===== config.mk =====
export PLATFORM = sky130hd
export DESIGN_NAME = immediate_encoder
export DESIGN_NICKNAME = d
export VERILOG_FILES = /design/src/rtl/immediate_pkg.sv /design/src/rtl/imm_field_pack.sv /design/src/rtl/immediate_encoder.sv
export SDC_FILE = /design/constraint.sdc
export NUM_CORES = 1
export LEC_CHECK = 0
export ABC_AREA = 0
export CAP_MARGIN = 0
export CORE_ASPECT_RATIO = 1.1
export CORE_UTILIZATION = 50
export CTS_CLUSTER_SIZE = 10
export DETAILED_ROUTE_END_ITERATION = 10
export PLACE_DENSITY = 0.84
export SYNTH_ARGS = -nofsm -noshare
export SYNTH_HDL_FRONTEND = slang
export SYNTH_HIERARCHICAL = 1
export SYNTH_SLANG_ARGS = --single-unit
export TNS_END_PERCENT = 5

===== constraint.sdc =====
create_clock -name CLK -period 5.19 [get_ports CLK]
set_clock_uncertainty 0.05 [all_clocks]
set_input_delay 1.557 -clock CLK [delete_from_list [all_inputs] [get_ports CLK]]
set_output_delay 1.557 -clock CLK [all_outputs]
set_load 0.03 [all_outputs]

===== src/rtl/immediate_pkg.sv =====
// Shared definitions for the immediate encoder: format codes, select-field layout,
// FIFO depth and the representability helper used when IMM_RANGE_CHECK_EN is defined.
package immediate_pkg;

    typedef enum logic [2:0] {
        FMT_U     = 3'd0,
        FMT_J     = 3'd1,
        FMT_I     = 3'd2,
        FMT_B     = 3'd3,
        FMT_S     = 3'd4,
        FMT_SHAMT = 3'd5,
        FMT_RSV6  = 3'd6,
        FMT_RSV7  = 3'd7
    } fmt_e;

    localparam int          UNSIGNED_BIT = 3;
    localparam logic [1:0]  FIFO_DEPTH   = 2'd2;

    // True when imm fits in 'width' bits (two's complement unless is_unsigned).
    function automatic logic imm_fits(input logic [31:0] imm, input logic [4:0] width,
                                      input logic is_unsigned);
        logic [31:0] hi;
        if (is_unsigned) begin
            hi = imm >> width;
            return (hi == 32'h0000_0000);
        end else begin
            hi = $signed(imm) >>> (width - 5'd1);
            return (hi == 32'h0000_0000) || (hi == 32'hFFFF_FFFF);
        end
    endfunction

endpackage


===== src/rtl/imm_field_pack.sv =====
// Combinational packing of an immediate into an instruction template.
// Range checking is compiled in only when IMM_RANGE_CHECK_EN is defined.
module imm_field_pack
    import immediate_pkg::*;
(
    input  logic [31:0] i_template,
    input  logic [31:0] i_imm,
    input  logic [3:0]  i_select,
    output logic [31:0] o_inst,
    output logic        o_error
);

    fmt_e        w_fmt;
    logic [31:0] w_mask;
    logic [31:0] w_bits;
    logic        w_rsv;
    logic        w_range_err;

    assign w_fmt = fmt_e'(i_select[2:0]);

    // Immediate bit positions of each format and the scattered IMM bits that fill them.
    always_comb begin
        w_mask = 32'h0000_0000;
        w_bits = 32'h0000_0000;
        w_rsv  = 1'b0;
        case (w_fmt)
            FMT_U: begin
                w_mask = 32'hFFFF_F000;
                w_bits = {i_imm[31:12], 12'h000};
            end
            FMT_J: begin
                w_mask = 32'hFFFF_F000;
                w_bits = {i_imm[20], i_imm[10:1], i_imm[11], i_imm[19:12], 12'h000};
            end
            FMT_I: begin
                w_mask = 32'hFFF0_0000;
                w_bits = {i_imm[11:0], 20'h00000};
            end
            FMT_B: begin
                w_mask = 32'hFE00_0F80;
                w_bits = {i_imm[12], i_imm[10:5], 13'h0000, i_imm[4:1], i_imm[11], 7'h00};
            end
            FMT_S: begin
                w_mask = 32'hFE00_0F80;
                w_bits = {i_imm[11:5], 13'h0000, i_imm[4:0], 7'h00};
            end
            FMT_SHAMT: begin
                w_mask = 32'h01F0_0000;
                w_bits = {7'h00, i_imm[4:0], 20'h00000};
            end
            default: begin
                w_rsv = 1'b1;
            end
        endcase
    end

`ifdef IMM_RANGE_CHECK_EN
    logic w_uns;
    assign w_uns = i_select[UNSIGNED_BIT];

    // Flags immediates that the chosen format cannot represent exactly.
    always_comb begin
        case (w_fmt)
            FMT_U:        w_range_err = (i_imm[11:0] != 12'h000);
            FMT_J:        w_range_err = i_imm[0] | ~imm_fits(i_imm, 5'd21, w_uns);
            FMT_B:        w_range_err = i_imm[0] | ~imm_fits(i_imm, 5'd13, w_uns);
            FMT_I, FMT_S: w_range_err = ~imm_fits(i_imm, 5'd12, w_uns);
            FMT_SHAMT:    w_range_err = (i_imm[31:5] != 27'h0000000);
            default:      w_range_err = 1'b0;
        endcase
    end
`else
    logic w_unused_sel;
    assign w_unused_sel = i_select[UNSIGNED_BIT];
    assign w_range_err  = 1'b0;
`endif

    assign o_inst  = (i_template & ~w_mask) | w_bits;
    assign o_error = w_rsv | w_range_err;

endmodule


===== src/rtl/immediate_encoder.sv =====
// Immediate encoder: packs IMM into TEMPLATE and queues results in a 2-entry FIFO.
// Optional range checking via IMM_RANGE_CHECK_EN (see imm_field_pack).
module immediate_encoder
    import immediate_pkg::*;
(
    input  logic        CLK,
    input  logic        RESET,
    input  logic        IN_VALID,
    output logic        IN_READY,
    input  logic [31:0] TEMPLATE,
    input  logic [31:0] IMM,
    input  logic [3:0]  SELECT,
    output logic        OUT_VALID,
    input  logic        OUT_READY,
    output logic [31:0] OUT_INST,
    output logic        OUT_ERROR,
    output logic [15:0] OUT_COUNT
);

    logic [31:0] w_pack_inst;
    logic        w_pack_err;

    imm_field_pack u_pack (
        .i_template (TEMPLATE),
        .i_imm      (IMM),
        .i_select   (SELECT),
        .o_inst     (w_pack_inst),
        .o_error    (w_pack_err)
    );

    // Head entry drives the outputs directly; tail is the second FIFO slot.
    logic        r_head_valid, r_tail_valid, r_in_ready;
    logic        r_head_err, r_tail_err;
    logic [31:0] r_head_inst, r_tail_inst;
    logic [15:0] r_count;

    logic        w_push, w_pop;
    logic        w_head_valid, w_tail_valid, w_head_err, w_tail_err;
    logic [31:0] w_head_inst, w_tail_inst;
    logic [1:0]  w_occ_next;

    assign w_push = IN_VALID & r_in_ready;
    assign w_pop  = r_head_valid & OUT_READY;

    // Next FIFO state: pop shifts tail into head, push fills the first free slot.
    always_comb begin
        w_head_valid = r_head_valid;
        w_head_inst  = r_head_inst;
        w_head_err   = r_head_err;
        w_tail_valid = r_tail_valid;
        w_tail_inst  = r_tail_inst;
        w_tail_err   = r_tail_err;
        if (w_pop) begin
            if (r_tail_valid) begin
                w_head_inst  = r_tail_inst;
                w_head_err   = r_tail_err;
                w_tail_valid = w_push;
                w_tail_inst  = w_pack_inst;
                w_tail_err   = w_pack_err;
            end else begin
                w_head_valid = w_push;
                w_head_inst  = w_pack_inst;
                w_head_err   = w_pack_err;
            end
        end else if (w_push) begin
            if (!r_head_valid) begin
                w_head_valid = 1'b1;
                w_head_inst  = w_pack_inst;
                w_head_err   = w_pack_err;
            end else begin
                w_tail_valid = 1'b1;
                w_tail_inst  = w_pack_inst;
                w_tail_err   = w_pack_err;
            end
        end else begin
            w_head_valid = r_head_valid;
        end
        w_occ_next = {1'b0, w_head_valid} + {1'b0, w_tail_valid};
    end

    // FIFO state, registered ready and handshake counter.
    always_ff @(posedge CLK) begin
        if (RESET) begin
            r_head_valid <= 1'b0;
            r_head_inst  <= 32'h0000_0000;
            r_head_err   <= 1'b0;
            r_tail_valid <= 1'b0;
            r_tail_inst  <= 32'h0000_0000;
            r_tail_err   <= 1'b0;
            r_in_ready   <= 1'b0;
            r_count      <= 16'h0000;
        end else begin
            r_head_valid <= w_head_valid;
            r_head_inst  <= w_head_inst;
            r_head_err   <= w_head_err;
            r_tail_valid <= w_tail_valid;
            r_tail_inst  <= w_tail_inst;
            r_tail_err   <= w_tail_err;
            r_in_ready   <= (w_occ_next < FIFO_DEPTH);
            r_count      <= r_count + {15'h0000, w_pop};
        end
    end

    assign IN_READY  = r_in_ready;
    assign OUT_VALID = r_head_valid;
    assign OUT_INST  = r_head_inst;
    assign OUT_ERROR = r_head_err;
    assign OUT_COUNT = r_count;

endmodule


==> results.yml <==
status:
  outcome: "finished clean"
finish:
  final_layout_size_suffix_gt1_share_pct: 6.734
  fillers: 658
  nets: 663
  diodes: 0
  area_delta_synth_final_pct: 33.58
  seq_area_mm2: 0.001702
  finalNonFillerCells: 702
  multi_input_area_mm2: 0.002285
timing:
  maxSlewViolCount: 0
  setup-violations-final: 0
  period_minus_slack_ps: 4028
  hold_violations: 0
  relSlewSlack_pct: 20.44
  finalSetupTns_ps: 0
  worstMarginPinSlew_ps: 1189
  fmax_ghz: 0.2483
  fin_crit_sh_pct: 77.60
  rsz0062_at_grt: "false"
global_route:
  busiest_layer: "met2"
  grt_max_degree: 67
  antenna_found_initial: 0
  grtUsageMet3_pct: 3.466
  grtUsageTotal_pct: 24.69
  first_global_vias: 3715
  grt_util_met1_pct: 27.95
  gr-total-overflow: 0
  grt_util_met2_pct: 46.51
  grt_pass1_wl_mm: 17.07
synthesis:
  synthFlopType: "dfxtp_1"
  syn_area_mm2: 0.004203
  avgSynthCellArea_um2: 8.508
  ys_seq_area_share_pct: 40.49
  synthesis.nets: 568
  synth_edf_count: 0
  yosysWarnings: 6
  synth_cell_types: 48
  synthCells: 494
  ys_ff_latch: 85
  synth-async-reset-ratio_pct: 0
clock_network:
  insertion_delay_ps: 350
  cts_buffers: 9
  post_cts_buffers: 0
  cts_buffer_depth: 2
  htree_levels: 3
  cts_num_sinks: 85
  post_cts_resized: 0
  clock_tree.root_cell: "clkbuf_8"
  hold_buffers: 0
  clk_pin_slew_ps: 80
  cts_tree: "done"
drt:
  vias: 3850
  route.detailed.drc: 0
  wl_per_cell_um: 15.10
  drt_first_pass_iters: 5
  postRouteAntennaNets: 0
  routed_wl_mm: 10.60
  drt_iter0_drc: 129
  via_per_inst: 5.484
placement:
  port_buffers: 121
  post-dp-hpwl_mm: 7.391
  dp_cells: 686
  routabilityCongestion: 0.8577
pwr:
  cellLeakagePower_nw: 2.192
  ir_worst_vdd_v: 0.0001929
  power_mw: 1.522
  powerDensity_mw_per_mm2: 271.0
floorplan:
  top_level_ports: 123
  rows: 34
  die_h_um: 98.16
  die_area_mm2: 0.008777
  die_w_um: 89.42
  initial_utilization_pct: 52.27
  core_mm2: 0.008040
critical_path:
  max_stage_delay_ps: 1040
  cp-start-kind: "input pin"
  r2r-start: "OUT_VALID$_SDFF_PP0_"
  crit_chain: "clkdlybuf4s50_1 > nor2_1 > mux2i_1 > mux2i_1 > mux2i_1 > a211oi_1"
  rrSetupSlack_ps: 3030
  reg2reg_to: "OUT_ERROR$_SDFFE_PP0P_"
  cp_slowest_cell: "nor2_1"
  crit_path_end_kind: "flop"
  worstSetupPathType: "in -> reg"
  worstPathArrival_ps: 4230
  required_ps: 5390
  worst_path_most_repeated_cell: "mux2i_1"
  critPathMaxFanout: 15
  r2r_cells: 4
worst_hold_path:
  holdPathEnd: "r_tail_inst[18]$_SDFFE_PP0P_"
  min_from: "r_tail_inst[18]$_SDFFE_PP0P_"
  whs_path_depth: 2
  hp-class: "reg -> reg"
run:
  max_cap_violations: 0
==> stage by stage <==
step / hold WS (ps) / cell area, um2 / util (%) / setup slack (ps)
final: 404.7 / 5614 / 69.83 / 1162
after global placement: 390.5 / 5384 / 66.96 / 1052
after CTS: 408.5 / 5614 / 69.83 / 1221
after global routing: 422.7 / 5614 / 69.83 / 990.5
after detailed placement: 397.4 / 5384 / 66.96 / 901.0
after floorplan: 385.7 / 4203 / - / 2343
==> state kept, by name, summed over array words and instances (netlist names) <==
name          flops
r_tail_err        1
r_tail_valid      1
IN_READY          1
OUT_COUNT        16
r_tail_inst      32
OUT_INST         32
OUT_ERROR         1
OUT_VALID         1
==> layer usage <==
layer | up-vias | share of wire (%) | wire [um]
met1 | 1832 | 42 | 4461
met4 | 0 | 1.0 | 106
met2 | 75 | 54 | 5679
li1 | 1934 | - | -
met3 | 9 | 3.3 | 354
met5 | - | 0 | 0
==> worst max-delay path by stage <==
stage                         start                         to  cells past startpoint
after detailed placement  SELECT[0]  OUT_INST[25]$_SDFFE_PP0P_                      6
after global placement    SELECT[0]  OUT_INST[30]$_SDFFE_PP0P_                      6
after global routing      SELECT[0]  OUT_INST[28]$_SDFFE_PP0P_                      6
after CTS                 SELECT[0]  OUT_INST[28]$_SDFFE_PP0P_                      6
after floorplan           SELECT[0]  OUT_INST[31]$_SDFFE_PP0P_                      6
final                     SELECT[0]  OUT_INST[28]$_SDFFE_PP0P_                      6
==> cell families (layout without fill, tap and decap cells) <==
group,Yosys count,after routing,synth area share [%]
mux,61,61,14.77
compound gates,115,115,17.39
simple gates,174,174,18.84
xor+xnor,11,11,2.292
fa+ha+maj,2,2,0.5953
buf+inv,46,146,5.627
flops,85,85,40.49
==> cell type report <==
| cell class | count | area share (%) |
|---|---|---|
| clock buffer | 10 | 2.452 |
| clock inverter | 6 | 1.649 |
| inverter | 3 | 0.2006 |
| multi-input combinational | 363 | 40.70 |
| sequential | 85 | 30.31 |
| tap | 108 | 2.407 |
| timing repair buffer | 127 | 22.29 |
==> Yosys cell counts, drive strengths merged, types with 2 or more instances <==
library cell / count / area (um2)
o22ai: 5 / 31.28
mux2i: 53 / 530.5
nand3: 9 / 45.04
or3: 2 / 13.77
dfxtp: 85 / 1702
clkbuf: 19 / 73.82
nor3: 2 / 10.01
ha: 2 / 25.02
nand4: 5 / 46.29
xnor2: 4 / 35.03
a21oi: 43 / 215.2
and2: 4 / 25.02
nand2: 79 / 296.5
nor2: 49 / 186.4
buf: 24 / 151.4
o221ai: 4 / 35.03
o21a: 2 / 15.01
nand2b: 5 / 31.28
mux2: 8 / 90.09
nor2b: 7 / 43.79
o21ai: 13 / 65.06
inv: 3 / 11.26
o211ai: 4 / 30.03
and3: 2 / 12.51
a211o: 4 / 35.03
or2: 2 / 12.51
xor2: 7 / 61.31
and4: 3 / 28.78
a211oi: 35 / 262.8
==> placed cells by master, fill, tap and decap left out, drive strengths merged, types with 2 or more instances in the layout <==
cell type,Yosys,layout
xor2,7,7
inv,3,5
xnor2,4,4
clkbuf,19,10
buf,24,7
o221ai,4,4
mux2,8,8
and4,3,3
a21oi,43,43
o211ai,4,4
a211oi,35,35
bufinv,0,2
nand2b,5,5
and3,2,2
or3,2,2
o21ai,13,13
nor2b,7,7
and2,4,4
mux2i,53,53
nor2,49,49
nand4,5,5
dfxtp,85,85
ha,2,2
o21a,2,2
or2,2,2
nor3,2,2
clkdlybuf4s50,0,120
nand3,9,9
nand2,79,79
clkinvlp,0,2
o22ai,5,5
a211o,4,4
==> critical path, delay by kind of cell <==
family          cells  cell delay [ps]
compound gates      1              250
buf+inv             1              700
mux                 3              680
simple gates        1             1040
==> report_power, final <==
group          leakage [nW]  internal [mW]  total [mW]  switching [mW]
clock network         0.110          0.288       0.530           0.243
registers             0.692          0.679       0.694          0.0154
logic                  1.39          0.140       0.297           0.157
total                  2.19           1.11        1.52           0.415
Power figures use the tool's default switching activity.
